--- src/rtl/fifo_reader.sv ---
// Consumer-side adapter for a FIFO with a registered read port: pops it, tracks the
// in-flight read and presents the returned words as a valid/ready stream via a skid buffer.
`timescale 1ns/1ps
module fifo_reader #(
    parameter type T     = logic [31:0],
    parameter int  DEPTH = 2
) (
    input  logic                         clk,
    input  logic                         reset,
    input  logic                         flush,
    input  logic                         fifo_empty,
    input  T                             fifo_read_data,
    output logic                         fifo_read_en,
    output logic                         out_valid,
    output T                             out_data,
    input  logic                         out_ready,
    output logic [$clog2(DEPTH+1)-1:0]   out_count
);

    localparam int CW = $clog2(DEPTH + 1);
    localparam int OW = CW + 1;
    localparam int PW = $clog2(DEPTH);

    function automatic logic [PW-1:0] ptr_inc(input logic [PW-1:0] p);
        if (p == PW'(DEPTH - 1)) begin
            return '0;
        end
        return p + PW'(1);
    endfunction

    T              r_buf [DEPTH];
    logic [PW-1:0] r_head;
    logic [PW-1:0] r_tail;
    logic [CW-1:0] r_count;
    logic          r_inflight;
    // Holds fifo_read_en low until the first clock edge after reset release.
    logic          r_run;

    logic          w_pop;
    logic          w_capture;
    logic [OW-1:0] w_occ;
    logic          w_read_en;

    always_comb begin
        w_pop     = (r_count != '0) && out_ready;
        w_capture = r_inflight && !flush;
        // Occupancy once this cycle's pop and returning datum settle; w_pop implies count >= 1.
        w_occ     = OW'(r_count) + OW'(r_inflight) - OW'(w_pop);
        w_read_en = r_run && !fifo_empty && !flush && (w_occ < OW'(DEPTH));
    end

    always_ff @(posedge clk or negedge reset) begin
        if (!reset) begin
            r_head     <= '0;
            r_tail     <= '0;
            r_count    <= '0;
            r_inflight <= 1'b0;
            r_run      <= 1'b0;
            for (int i = 0; i < DEPTH; i++) begin
                r_buf[i] <= '0;
            end
        end else begin
            r_run <= 1'b1;
            if (flush) begin
                r_head     <= '0;
                r_tail     <= '0;
                r_count    <= '0;
                r_inflight <= 1'b0;
            end else begin
                r_inflight <= w_read_en;
                if (w_capture) begin
                    r_buf[r_tail] <= fifo_read_data;
                    r_tail        <= ptr_inc(r_tail);
                end
                if (w_pop) begin
                    r_head <= ptr_inc(r_head);
                end
                case ({w_capture, w_pop})
                    2'b10:   r_count <= r_count + CW'(1);
                    2'b01:   r_count <= r_count - CW'(1);
                    default: r_count <= r_count;
                endcase
            end
        end
    end

    assign fifo_read_en = w_read_en;
    assign out_valid    = (r_count != '0);
    assign out_data     = r_buf[r_head];
    assign out_count    = r_count;

endmodule

--- config.mk ---
export PLATFORM = sky130hd
export DESIGN_NAME = fifo_reader
export DESIGN_NICKNAME = d
export VERILOG_FILES = /design/src/rtl/fifo_reader.sv
export SDC_FILE = /design/constraint.sdc
export NUM_CORES = 1
export LEC_CHECK = 0
export CORE_ASPECT_RATIO = 1.1
export CORE_UTILIZATION = 45
export DETAILED_ROUTE_END_ITERATION = 7
export PLACE_DENSITY = 0.83
export SETUP_SLACK_MARGIN = 0.4
export SLEW_MARGIN = 20
export SYNTH_ARGS = -nofsm -noshare
export SYNTH_HDL_FRONTEND = slang
export SYNTH_SLANG_ARGS = --single-unit
--- constraint.sdc ---
create_clock -name clk -period 2.1 [get_ports clk]
set_clock_uncertainty 0.05 [all_clocks]
set_input_delay 0.315 -clock clk [delete_from_list [all_inputs] [get_ports clk]]
set_output_delay 0.315 -clock clk [all_outputs]
set_load 0.03 [all_outputs]
# --- Word-level counts from Yosys, hierarchy flattened ---
# Cells that the tools add are included.
totals:
  register_bits: 70
  out_inout_bits: 36
classes:
  n_addsub: 6
  magnitude_cmp: 4
  n_eq_ne: 2
  muxes: 23
  bitwise_logic: 3
  reduce_logical: 13
ops:
  columns: ["op", "n"]
  rows:
  - ["two-way mux 32 bit", 4]
  - ["bitwise mux 64 bit", 1]
  - ["demux 32 bit (select 1 bit)", 1]
  - ["two-way mux 1 bit", 15]
  - ["logical AND 1 bit", 6]
  - ["nonzero test 2 bit", 3]
  - ["greater-or-equal comparator 2 bit, second input constant", 2]
  - ["NOT 1 -> 2 bit", 2]
  - ["case mux 2 bit (2 select lines)", 1]
  - ["adder 2 x 1 -> 3 bit", 1]
  - ["less-than comparator 3 x 2 -> 1 bit, second input constant", 1]
  - ["nonzero test 3 bit", 1]
  - ["subtractor 3 x 1 -> 3 bit", 1]
  - ["adder 1 bit, second input constant", 2]
  - ["adder 2 x 1 -> 2 bit, second input constant", 1]
  - ["== test 2 x 1 -> 1 bit, second input constant", 1]
  - ["== test 2 bit, second input constant", 1]
  - ["zero test 1 bit", 2]
  - ["less-than comparator 2 x 1 -> 1 bit, second input constant", 1]
  - ["two-way mux 2 bit", 1]
  - ["AND reduction 2 bit", 1]
  - ["subtractor 2 x 1 -> 2 bit, second input constant", 1]
  - ["NOT 1 bit", 1]

# --- Longest topological paths before layout ---
logic_depth:
  depth_word: 7
  ltp_mapped: 7
  depth_no_buf: 6

# --- Worst setup path before layout ---
# OpenSTA, ideal clock, no wires.
synth_path:
  path_kind: "reg2out"
  startpoint: "register r_count[1], in the netlist out_count[1]"
  endpoint: "output port fifo_read_en"
  arrival_ps: 2715
  required_ps: 1735
  path_slack_ps: -980
  path_stages_with_launch: 7
  n_path_buf: 0
  cell_sequence: "dfrtp_1 > o21a_1 > ha_1 > nand2b_1 > fa_1 > nand2_1 > nor4_1"
synth_between:
  elab_chain_len: 5
  word_cells_on_any_way: 6
synth_lines:
  columns: ["element", "line", "text"]
  rows:
  - ["start: declaration", "34", "logic [CW-1:0] r_count;"]
  - ["start signal: assignment", "79", "2'b10: r_count <= r_count + CW'(1);"]
  - ["start signal: assignment", "80", "2'b01: r_count <= r_count - CW'(1);"]
  - ["start signal: assignment", "81", "default: r_count <= r_count;"]
  - ["parallel branches: the longest is 2 deep, another holds adder 2 x 1 -> 3 bit", null, null]
  - ["subtractor 3 x 1 -> 3 bit *", "48", "w_occ = OW'(r_count) + OW'(r_inflight) - OW'(w_pop);"]
  - ["less-than comparator 3 x 2 -> 1 bit *", "49", "w_read_en = r_run && !fifo_empty && !flush && (w_occ < OW'(DEPTH));"]
  - ["logical AND 1 bit *", "49", null]
  - ["end: declaration", "13", "output logic fifo_read_en,"]
# Every way passes the cells marked *.

# --- Worst setup path after layout ---
# Same ends and word-level chain as after synthesis.

==> flow_summary.json <==
{
  "htree_levels": 3,
  "hold_depth": 1,
  "swShare": 0.307,
  "drive_gt1_frac": 0.602,
  "place.gp.congestion": 0.703,
  "cp-end-kind": "output port",
  "path_delay_family": "adder cells",
  "slowest_stage": "fa_1",
  "cpPeakStageDelay_ns": 0.52,
  "p_switching_mw": 1.34,
  "final_util": 0.684,
  "drt_wl_total_um": 6940,
  "cellLeakagePower_nw": 2.30,
  "path_depth": 7,
  "synth_top_flop_cell": "dfrtp_1",
  "cp.required_ns": 1.74,
  "port_buffers": 72,
  "dr.pass1.iters": 2,
  "synth_area_per_cell_sq_um": 16.0,
  "syn_area_sq_um": 3250,
  "cts_buffers": 9,
  "total_power_mw": 4.35,
  "postSynthCellCount": 204,
  "rsz0062_at_grt": "yes",
  "async_flop_share": 1.00,
  "violations": "negative setup slack",
  "core_area_sq_um": 7010,
  "clk_latency_ns": 0.33,
  "cts.clk_slew.worst_paths_ns": 0.07,
  "drtIter0Drc": 26,
  "ys_seq_area_frac": 0.538,
  "max_freq_mhz": 370,
  "ir_drop_mv": 0.563,
  "grt_pass1_vias": 2295,
  "internal_power_mw": 3.01,
  "initial_utilization": 0.464,
  "power_frac_seq": 0.406,
  "layout.nets": 353,
  "die_w_um": 83.1,
  "dp_hpwl_um": 4130,
  "finalCritPeriodShare": 1.29,
  "synth-edff-count": 0,
  "gr-total-overflow": 0,
  "p_comb_frac": 0.378,
  "hp-class": "reg -> reg",
  "cts-root-buf": "clkbuf_8",
  "cp_data_arrival_time_ns": 2.34,
  "ys_warn_count": 0,
  "power_density_nw_per_um2": 907,
  "ff2ff_path_depth": 7,
  "grt_pass1_wl_um": 11500,
  "setup_violations": 14,
  "drtAntennaViolNets": 0,
  "min_period_ns": 2.71,
  "rows": 32,
  "syn_to_final_growth_pct": 47.4,
  "startpoint_type": "flip-flop",
  "drv_slew": 0,
  "synth_fp_nets": 243,
  "antenna_found_initial": 0,
  "grt_max_degree": 71,
  "wl_per_cell_um": 17.2,
  "ys_seq_elements": 70,
  "cts_tree": "done",
  "drc": 0,
  "netlist-cell-type-count": 29,
  "die_h_um": 91.2,
  "crit_buf_inv": 1,
  "worst_slack_ns": -0.605,
  "dieArea_sq_um": 7580,
  "vias_per_cell": 5.03,
  "critPathKind": "reg -> out",
  "antenna_cells": 0,
  "status": "finished, violations left",
  "crit_chain": "o21a_1 > ha_1 > nand2b_4 > fa_1 > nand2_2 > nor4_4 > buf_6",
  "hold_violations": 0,
  "cts_buffer_depth": 2,
  "clock_power_share": 0.216,
  "drv_cap": 0,
  "cts_sinks": 70,
  "io-pin-count": 73,
  "vias": 2033,
  "track_usage": 0.197,
  "crit_fanout": 2
}
sequential cells by signal, indices dropped and copies added, names as in the netlist:
register    cells
r_buf          64
out_count       2
r_head          1
r_inflight      1
r_run           1
r_tail          1
kinds of logic after synthesis:
family                   after synthesis  share of synthesized area
multiplexers                          97                      0.370
XOR/XNOR                               3                    0.00808
AND/OR/NAND/NOR                       13                     0.0319
flip-flops                            70                      0.538
other                                  1                    0.00115
buffers and inverters                 13                     0.0311
AO/OA/AOI/OAI                          5                    0.00961
adder cells (fa/ha/maj)                2                     0.0100
area by class of cell:
| cell class | count | area, sq um |
|---|---|---|
| Timing Repair Buffer | 110 | 1240 |
| Multi-Input combinational cell | 121 | 1520 |
| Tap cell | 85 | 106 |
| Inverter | 2 | 7.51 |
| Sequential cell | 70 | 1760 |
| Fill cell | 486 | 2210 |
| Clock inverter | 4 | 22.5 |
| Clock buffer | 12 | 145 |
cells in the mapped netlist (2+ instances only):
| cell | number | share of area |
|---|---|---|
| buf_2 | 3 | 0.0046 |
| buf_6 | 6 | 0.021 |
| dfrtp_1 | 70 | 0.54 |
| inv_1 | 2 | 0.0023 |
| mux2_1 | 2 | 0.0069 |
| mux2_2 | 64 | 0.22 |
| mux2_4 | 30 | 0.14 |
| nor2_1 | 2 | 0.0023 |
| nor4_1 | 2 | 0.0038 |
| o21ai_0 | 2 | 0.0031 |
| or2_2 | 2 | 0.0038 |
| xnor2_1 | 2 | 0.0054 |
cells in the final DEF, fill, tap and decap left out, drive strengths merged, types with 3 or more instances in the layout:
cell / netlist / routed
buf: 10 / 72
clkbuf: 1 / 12
clkdlybuf4s50: 0 / 35
clkinv: 0 / 3
dfrtp: 70 / 70
mux2: 96 / 96
nor2: 3 / 3
routing by layer:
layer / up-vias / routed length (um) / global-route usage / share of wire
met5: - / 0 / 0 / 0
met4: 0 / 104 / 0.0790 / 0.015
met3: 11 / 241 / 0.0409 / 0.035
met2: 48 / 3510 / 0.327 / 0.51
met1: 1031 / 3080 / 0.252 / 0.44
li1: 943 / - / - / -
what timing repair did:
action / in CTS / in global routing
pin swaps: 4 / 1
gates resized for setup: 265 / 10
endpoints found under the hold margin: 70 / 0
hold buffers: 1 / 0
setup buffers: 14 / 5
setup endpoints to repair: 37 / 35
gates cloned: 3 / 0
path summary, 6_finish.rpt:
kind / to / slack, ns / start
worst max-delay path: fifo_read_en / -0.61 / out_count[1]
worst min-delay path: r_buf[20] / 0.45 / r_buf[20]
worst max register to register: r_inflight / 0 / out_count[1]
worst min register to register: r_buf[20] / 0.45 / r_buf[20]
max in group asynchronous: out_count[1] / 1.19 / reset
min in group asynchronous: r_buf[19] / 0.48 / reset
metrics by stage:
stage / setup TNS (ns) / worst slack, ns / hold WS (ns) / instances / cell area, sq um
2_1_floorplan: -0.441 / -0.441 / -0.0306 / 204 / 3280
3_3_place_gp: -0.746 / -0.572 / 0.317 / 365 / 4180
3_5_place_dp: -0.823 / -0.598 / 0.320 / 365 / 4180
4_1_cts: -1.17 / -0.621 / 0.456 / 399 / 4710
5_1_grt: -1.74 / -0.719 / 0.471 / 404 / 4800
6_report: -0.944 / -0.605 / 0.453 / 404 / 4800
worst reg2reg max path, cell delays in order, from the launching register on:
cell      delay (ns)
dfrtp_2         0.40
o21a_1          0.20
ha_1            0.28
nand2b_4        0.15
fa_1            0.52
nand2_2         0.08
buf_4           0.14
nor4_2          0.19
power by group through the flow:
stage | clock, mW | sequential [mW] | combinational [mW]
floorplan | 0 | 1.73 | 0.935
global placement | 0 | 1.75 | 1.43
detailed placement | 0 | 1.77 | 1.45
CTS | 0.966 | 1.76 | 1.64
global route | 1.03 | 1.80 | 1.72
finish | 0.938 | 1.77 | 1.64
(Power assumes the default switching activity.)
